`config.mk`:
```
export PLATFORM = sky130hd
export DESIGN_NAME = prim_ram_1p_bist
export DESIGN_NICKNAME = d
export VERILOG_FILES = /design/src/rtl/prim_ram_1p_bist.sv
export SDC_FILE = /design/constraint.sdc
export NUM_CORES = 1
export LEC_CHECK = 0
export CAP_MARGIN = 0
export CORE_MARGIN = 10
export CORE_UTILIZATION = 39
export DETAILED_ROUTE_END_ITERATION = 12
export PLACE_DENSITY = 0.65
export SETUP_SLACK_MARGIN = 0.05
export SYNTH_ARGS = -nofsm -noshare
export SYNTH_HDL_FRONTEND = slang
export SYNTH_SLANG_ARGS = --single-unit
export TNS_END_PERCENT = 100
```
`constraint.sdc`:
```
create_clock -name clk_i -period 2.6 [get_ports clk_i]
set_input_delay 0.52 -clock clk_i [delete_from_list [all_inputs] [get_ports clk_i]]
set_output_delay 0.52 -clock clk_i [all_outputs]
set_load 0.05 [all_outputs]
```
`src/rtl/prim_ram_1p_bist.sv`:
```
// March-style BIST initiator for a single-port RAM request interface.
// Sequence: W0 (write P ascending), R0W1 (read P / write ~P ascending),
// R1 (read ~P descending), DRAIN (last compare), DONE (report).
module prim_ram_1p_bist #(
    parameter int unsigned Width   = 32,
    parameter int unsigned Depth   = 128,
    parameter int unsigned ErrCntW = 16,
    localparam int unsigned Aw     = (Depth > 1) ? $clog2(Depth) : 1
) (
    input  logic               clk_i,
    input  logic               rst_ni,
    input  logic               start_i,
    input  logic [Width-1:0]   pattern_i,
    output logic               busy_o,
    output logic               done_o,
    output logic               pass_o,
    output logic [ErrCntW-1:0] err_cnt_o,
    output logic [Aw-1:0]      first_err_addr_o,
    output logic [Width-1:0]   first_err_mask_o,
    output logic               ram_req_o,
    output logic               ram_write_o,
    output logic [Aw-1:0]      ram_addr_o,
    output logic [Width-1:0]   ram_wdata_o,
    output logic [Width-1:0]   ram_wmask_o,
    input  logic [Width-1:0]   ram_rdata_i
);

    localparam logic [Aw-1:0] LastAddr = Aw'(Depth - 1);

    typedef enum logic [2:0] {
        StIdle,
        StW0,
        StR0W1,
        StR1,
        StDrain,
        StDone
    } state_e;

    state_e             state_q;
    logic               phase_q;    // R0W1: 0 = read cycle, 1 = write-back cycle
    logic [Width-1:0]   pattern_q;
    logic               busy_q;
    logic               done_q;
    logic               pass_q;
    logic               req_q;
    logic               write_q;
    logic [Aw-1:0]      addr_q;
    logic [Width-1:0]   wdata_q;
    logic [Width-1:0]   wmask_q;

    // Pending-compare pipeline: one entry per read, checked the cycle after.
    logic               cmp_valid_q;
    logic [Aw-1:0]      cmp_addr_q;
    logic [Width-1:0]   cmp_exp_q;
    logic [ErrCntW-1:0] err_cnt_q;
    logic [ErrCntW-1:0] err_cnt_d;
    logic [Aw-1:0]      first_addr_q;
    logic [Width-1:0]   first_mask_q;
    logic               mismatch;
    logic               start_test;

    assign start_test = (state_q == StIdle) && start_i;

    // Word mismatch detection and saturating error count.
    always_comb begin
        mismatch  = cmp_valid_q && (ram_rdata_i != cmp_exp_q);
        err_cnt_d = err_cnt_q;
        if (mismatch && (err_cnt_q != {ErrCntW{1'b1}})) begin
            err_cnt_d = err_cnt_q + 1'b1;
        end
    end

    // Test sequencer with registered RAM request and status outputs.
    always_ff @(posedge clk_i or negedge rst_ni) begin
        if (!rst_ni) begin
            state_q   <= StIdle;
            phase_q   <= 1'b0;
            pattern_q <= '0;
            busy_q    <= 1'b0;
            done_q    <= 1'b0;
            pass_q    <= 1'b0;
            req_q     <= 1'b0;
            write_q   <= 1'b0;
            addr_q    <= '0;
            wdata_q   <= '0;
            wmask_q   <= '0;
        end else begin
            done_q <= 1'b0;
            unique case (state_q)
                StIdle: begin
                    if (start_i) begin
                        state_q   <= StW0;
                        pattern_q <= pattern_i;
                        busy_q    <= 1'b1;
                        pass_q    <= 1'b0;
                        req_q     <= 1'b1;
                        write_q   <= 1'b1;
                        addr_q    <= '0;
                        wdata_q   <= pattern_i;
                        wmask_q   <= '1;
                    end
                end
                StW0: begin
                    if (addr_q == LastAddr) begin
                        state_q <= StR0W1;
                        phase_q <= 1'b0;
                        write_q <= 1'b0;
                        addr_q  <= '0;
                        wdata_q <= '0;
                        wmask_q <= '0;
                    end else begin
                        addr_q <= addr_q + 1'b1;
                    end
                end
                StR0W1: begin
                    if (!phase_q) begin
                        phase_q <= 1'b1;
                        write_q <= 1'b1;
                        wdata_q <= ~pattern_q;
                        wmask_q <= '1;
                    end else begin
                        phase_q <= 1'b0;
                        write_q <= 1'b0;
                        wdata_q <= '0;
                        wmask_q <= '0;
                        if (addr_q == LastAddr) begin
                            state_q <= StR1;
                        end else begin
                            addr_q <= addr_q + 1'b1;
                        end
                    end
                end
                StR1: begin
                    if (addr_q == '0) begin
                        state_q <= StDrain;
                        req_q   <= 1'b0;
                    end else begin
                        addr_q <= addr_q - 1'b1;
                    end
                end
                StDrain: begin
                    // The final read of address 0 is compared this cycle.
                    state_q <= StDone;
                    done_q  <= 1'b1;
                    pass_q  <= (err_cnt_d == '0);
                end
                StDone: begin
                    state_q <= StIdle;
                    busy_q  <= 1'b0;
                end
                default: begin
                    state_q <= StIdle;
                    busy_q  <= 1'b0;
                    req_q   <= 1'b0;
                end
            endcase
        end
    end

    // Compare pipeline registers and first-error capture.
    always_ff @(posedge clk_i or negedge rst_ni) begin
        if (!rst_ni) begin
            cmp_valid_q  <= 1'b0;
            cmp_addr_q   <= '0;
            cmp_exp_q    <= '0;
            err_cnt_q    <= '0;
            first_addr_q <= '0;
            first_mask_q <= '0;
        end else begin
            cmp_valid_q <= req_q && !write_q;
            cmp_addr_q  <= addr_q;
            cmp_exp_q   <= (state_q == StR1) ? ~pattern_q : pattern_q;
            if (start_test) begin
                err_cnt_q    <= '0;
                first_addr_q <= '0;
                first_mask_q <= '0;
            end else begin
                err_cnt_q <= err_cnt_d;
                // Counter saturates, never wraps, so zero means no prior mismatch.
                if (mismatch && (err_cnt_q == '0)) begin
                    first_addr_q <= cmp_addr_q;
                    first_mask_q <= ram_rdata_i ^ cmp_exp_q;
                end
            end
        end
    end

    assign busy_o           = busy_q;
    assign done_o           = done_q;
    assign pass_o           = pass_q;
    assign err_cnt_o        = err_cnt_q;
    assign first_err_addr_o = first_addr_q;
    assign first_err_mask_o = first_mask_q;
    assign ram_req_o        = req_q;
    assign ram_write_o      = write_q;
    assign ram_addr_o       = addr_q;
    assign ram_wdata_o      = wdata_q;
    assign ram_wmask_o      = wmask_q;

endmodule

```
## After elaboration in Yosys (flattened, before gate mapping)

Index checks and enable logic that the tools add are counted.

- Register bits: 207
- Input port bits: 67
- Output and inout port bits: 131

- $add $sub $neg: 3
- Equality and inequality tests: 15
- Muxes and demuxes: 37
- Bitwise gates (word level): 4
- Reductions and logical operators: 25

Operators by type and width:

| cell | number |
|---|---|
| 2-to-1 mux 32 bit | 8 |
| case mux 32 bit (3 select lines) | 2 |
| 2-to-1 mux 7 bit | 7 |
| logical NOT 16 bit | 2 |
| 2-to-1 mux 16 bit | 2 |
| != test 32 bit | 1 |
| NOT 32 bit | 1 |
| bitwise XOR 32 bit | 1 |
| case mux 7 bit (4 select lines) | 1 |
| adder 16 x 1 -> 16 bit, second input constant | 1 |
| != test 16 bit, second input constant | 1 |
| 2-to-1 mux 3 bit | 5 |
| case mux 3 bit (5 select lines) | 1 |
| != test 2 bit, second input constant | 7 |
| AND reduction 5 bit | 2 |
| AND reduction 2 bit | 4 |
| OR reduction 4 bit | 2 |
| adder 7 x 1 -> 7 bit, second input constant | 1 |
| equality test 7 bit, second input constant | 1 |
| logical NOT 7 bit | 1 |
| subtractor 7 x 1 -> 7 bit, second input constant | 1 |
| equality test 3 x 2 -> 1 bit, second input constant | 2 |
| equality test 3 bit, second input constant | 2 |
| 2-to-1 mux 1 bit | 6 |
| other kinds (11) | 22 |

## Logic depth before layout (Yosys ltp)

Gate-level depths: netlist (run 1).

- Word-level depth: 6
- Gate-level depth with buffers: 11
- Mapped depth without buffers: 9

## Worst setup path before layout (run 1)

No wires, ideal clock.

- Path type: reg2reg
- From: register err_cnt_q[11], in the netlist err_cnt_o[11]
- To: register pass_q, in the netlist pass_o
- Data arrival time: 2470 ps
- Path slack: 10 ps
- Stages on the path, launching flop included: 12
- Buffers on the path: 3
- Cells stage by stage: dfrtp_1 buf_2 and4_1 nand3_1 inv_1 and3_1 clkbuf_1 or4_1 buf_2 mux2i_1 o22ai_1 a31o_1

- Longest elaborated chain between the ends: 5
- Elaborated cells on any way between the ends: 6

Ends and longest elaborated chain:

| element | line | RTL |
|---|---|---|
| start, declared | 55 | `logic [ErrCntW-1:0] err_cnt_q;` |
| start signal, assigned | 178 | `err_cnt_q <= err_cnt_d;` |
| branches (longest 2 deep; another with adder 16 x 1 -> 16 bit) | n/a |  |
| 2-to-1 mux 16 bit * | 68 | `if (mismatch && (err_cnt_q != {ErrCntW{1'b1}})) begin` |
| logical NOT 16 bit * | 145 | `pass_q <= (err_cnt_d == '0);` |
| case mux 1 bit (2 select lines) * | 89 | `unique case (state_q)` |
| end signal, assigned | 145 |  |
| end, declared | 44 | `logic pass_q;` |

Every way passes the cells marked *.
A chain may end at the register's enable or synchronous reset.

## Final worst setup path (run 1)

- From: input port ram_rdata_i[2]
- To: register err_cnt_q[15], in the netlist err_cnt_o[15]

- Longest elaborated chain between the ends: 5

Ends and longest elaborated chain:

| element | line | RTL |
|---|---|---|
| start, declared | 25 | `input logic [Width-1:0] ram_rdata_i` |
| != test 32 bit | 66 | `mismatch = cmp_valid_q && (ram_rdata_i != cmp_exp_q);` |
| logical AND 1 bit | 66 |  |
| logical AND 1 bit | 68 |  |
| 2-to-1 mux 16 bit | 68 |  |
| 2-to-1 mux 16 bit | 173 | `if (start_test) begin` |

Every way passes these cells.

==> out/qor.yml, run 1 <==
grt_overflow: 0
track_usage: 0.1740
required_ps: 2950
cts_buffers: 17
vias: 6447
core_um2: 20430
grt_max_degree: 58
synth_top_area_cell: "dfrtp_1"
syn_nets: 902
avgSynthCellArea_um2: 9.858
tightest_slew_ps: 925.9
synth_edf_count: 0
finalWirelength_um: 23930
ys_seq_area_frac: 0.5346
setup_violations: 0
via_per_inst: 4.990
slowest_delay_ps: 560
start_util: 0.4010
design_area_um2: 11120
place_area_um2: 10410
r2r_end: "pass_o"
io_buffers: 197
rrSetupSlack_ps: 290
finalCritPeriodShare: 0.9535
cp_cell_sequence: "clkdlybuf4s50_1, xor2_2, nor4_4, and4_4, a21bo_4, buf_4, nor2_2, nand3_1, or3_1, a21oi_1"
grt_antenna_before_repair: 2
finalHoldViolations: 0
drc: 0
cts_tree: "built"
die_h_um: 164.9
power_density_nw_per_um2: 483.6
final_cell_mix: "dfrtp_1, clkdlybuf4s50_1, a21oi_1"
yosysUniqueCellTypes: 52
rows: 52
path_class: "in -> reg"
layout_commonest_cell: "dfrtp_1"
slew_violations: 0
hpwlAfterDp_um: 17380
async_flop_share: 1.000
firstDrtPassIters: 6
cap_viol_max_count: 0
clkPwrFrac: 0.450
power.share.combinational: 0.044
p_sw_mw: 1.271
hp-class: "in -> async"
fmax_ghz: 0.4034
ys.flop_type: "dfrtp_1"
cts_hold_buf: 0
synth_top_area_frac: 0.5346
ff2ff_path_depth: 9
p_int_mw: 4.107
swShare: 0.2364
drtIter0Drc: 399
status: "finished, final reports clean"
cp-end-kind: "register"
rsz0062_at_grt: "true"
gp_routability_congestion: 0.8915
ant_nets: 0
insertion_delay_ps: 430
die_x_um: 164.9
cts_root_buffer: "clkbuf_16"
cts.htree.levels: 4
grt_pass1_vias: 6399
setup_tns_ps: 0
r2r-start: "cmp_exp_q[17]"
drive_gt1_frac: 0.1725
ys_ff_latch: 175
post-route-min-period_ps: 2479
clk_pin_slew_ps: 70
grt_pass1_wl_um: 36790
nNetsFinal: 1078
clock_path_buffers: 2
yosysWarnings: 0
clock_sinks: 175
p_seq_frac: 0.506
routedWlPerCell_um: 18.52
fillers: 1889
arrival_ps: 2830
worst_clock_skew_ps: 12.02
synthCells: 831
syn_area_um2: 8192
startpoint_type: "primary input"
peakVddDrop_mv: 0.4339
critPathMaxFanout: 7
ys_top_cells_by_area: "dfrtp_1, a21oi_1, nand2_1, mux2_2, xnor2_1"
cpMaxStageDelayCell: "clkdlybuf4s50_1"
slew_headroom: 0.3827
num_io_pins: 198
die-area_um2: 27200
areaGrowthSynthToFinish_pct: 35.76
p_leak_nw: 4.856
power by group through the flow:
stage / Sequential, mW / Clock [mW] / Combinational, mW
2_1_floorplan: 2.77 / 0 / 0.0232
3_3_place_gp: 2.77 / 0 / 0.231
3_5_place_dp: 2.77 / 0 / 0.231
4_1_cts: 2.72 / 2.48 / 0.236
5_1_grt: 2.72 / 2.61 / 0.257
6_report: 2.72 / 2.42 / 0.236
worst max path at each step:
stage               startpoint                    to  slack [ps]  cells past startpoint
3_5_place_dp    ram_rdata_i[2]                pass_o        -570                      9
4_1_cts         ram_rdata_i[3]                pass_o          30                      9
3_3_place_gp   ram_rdata_i[17]                pass_o        -550                      9
5_1_grt           err_cnt_o[0]  first_err_mask_o[14]           4                      7
2_1_floorplan     err_cnt_o[2]                pass_o          50                     10
6_report        ram_rdata_i[2]         err_cnt_o[15]         120                     10
critical path: cells and delay by family:
kind	cells	cell delay, ps
and+or+nand+nor	5	940
xor gates and xnor gates	1	260
buffers and inverters	2	730
AOI/OAI and AO/OA	2	380
Yosys cell counts, drive strengths merged, types with 2 or more instances:
| cell | instances |
|---|---|
| dfrtp | 175 |
| a21oi | 114 |
| nand2 | 105 |
| nor2 | 98 |
| buf | 46 |
| clkbuf | 42 |
| xnor2 | 42 |
| xor2 | 42 |
| mux2 | 34 |
| nor4 | 16 |
| o21ai | 11 |
| inv | 10 |
| nand3 | 10 |
| nand4 | 8 |
| nor2b | 6 |
| nor3 | 6 |
| o31ai | 6 |
| a211oi | 4 |
| ha | 4 |
| o22ai | 4 |
| or3 | 4 |
| a21o | 3 |
| a221oi | 3 |
| a31oi | 3 |
| and4 | 3 |
| mux2i | 3 |
| nand2b | 3 |
| a2111oi | 2 |
| a211o | 2 |
| a21boi | 2 |
| a22oi | 2 |
| a31o | 2 |
| and2 | 2 |
| and3 | 2 |
layer usage:
metal,GRT usage,part of all wire,vias to the layer above
met5,0,0,-
met4,0.04952,0.011,0
met3,0.05427,0.071,17
met2,0.2746,0.48,176
met1,0.2257,0.44,3125
li1,-,-,3129
flip-flops by register name, summed over array words and instances (netlist names), 3 cells and up:
| signal | count |
|---|---|
| cmp_addr_q | 7 |
| err_cnt_o | 16 |
| ram_wdata_o | 32 |
| first_err_mask_o | 32 |
| first_err_addr_o | 7 |
| cmp_exp_q | 32 |
| state_q | 3 |
| pattern_q | 32 |
| ram_addr_o | 7 |
stage by stage:
step / instances / setup WS, ps / total power, mW / util / hold WS [ps]
finish: 1292 / 120.8 / 5.378 / 0.5443 / 60.00
global route: 1291 / 3.687 / 5.588 / 0.5442 / 95.18
CTS: 1288 / 32.32 / 5.432 / 0.5399 / 77.99
detailed placement: 1255 / -567.5 / 3.004 / 0.5096 / 483.1
global placement: 1255 / -546.8 / 3.004 / 0.5096 / 477.3
floorplan: 831 / 54.57 / 2.797 / - / 224.4
cell families (layout without fill, tap and decap cells):
family,count (synthesis),in the layout,share of synthesized area
compound gates,166,166,0.1156
other cells,0,2,0
xor+xnor,84,84,0.08981
simple gates,267,268,0.1419
buf+inv,98,286,0.06155
flops,175,175,0.5346
fa+ha+maj,4,4,0.006110
mux,37,37,0.05041
cell type report:
type,count,area (um2),share of cell area
antenna,2,5.005,0.0004500
clock buffer,19,432.9,0.03893
clock inverter,13,125.1,0.01125
inverter,10,37.54,0.003375
multi-input combinational,559,3468,0.3119
sequential,175,4383,0.3941
tap,270,337.8,0.03038
timing repair buffer,244,2331,0.2096
what timing repair did:
action	in CTS	in global routing
setup endpoints to repair	43	46
resized for setup	10	15
pin swaps	3	7
buffers inserted	0	2
gates cloned	1	0
Power figures use the tool's default switching activity.
==> run 2: changes to the inputs <==
--- a/config.mk
+++ b/config.mk
@@ -9,6 +9,7 @@
 export CORE_MARGIN = 10
 export CORE_UTILIZATION = 39
 export DETAILED_ROUTE_END_ITERATION = 12
+export GPL_TIMING_DRIVEN = 1
 export PLACE_DENSITY = 0.65
 export SETUP_SLACK_MARGIN = 0.05
 export SYNTH_ARGS = -nofsm -noshare
==> results of run 2 <==
No change in the layout: final DEF, timing and power equal those of run 1.
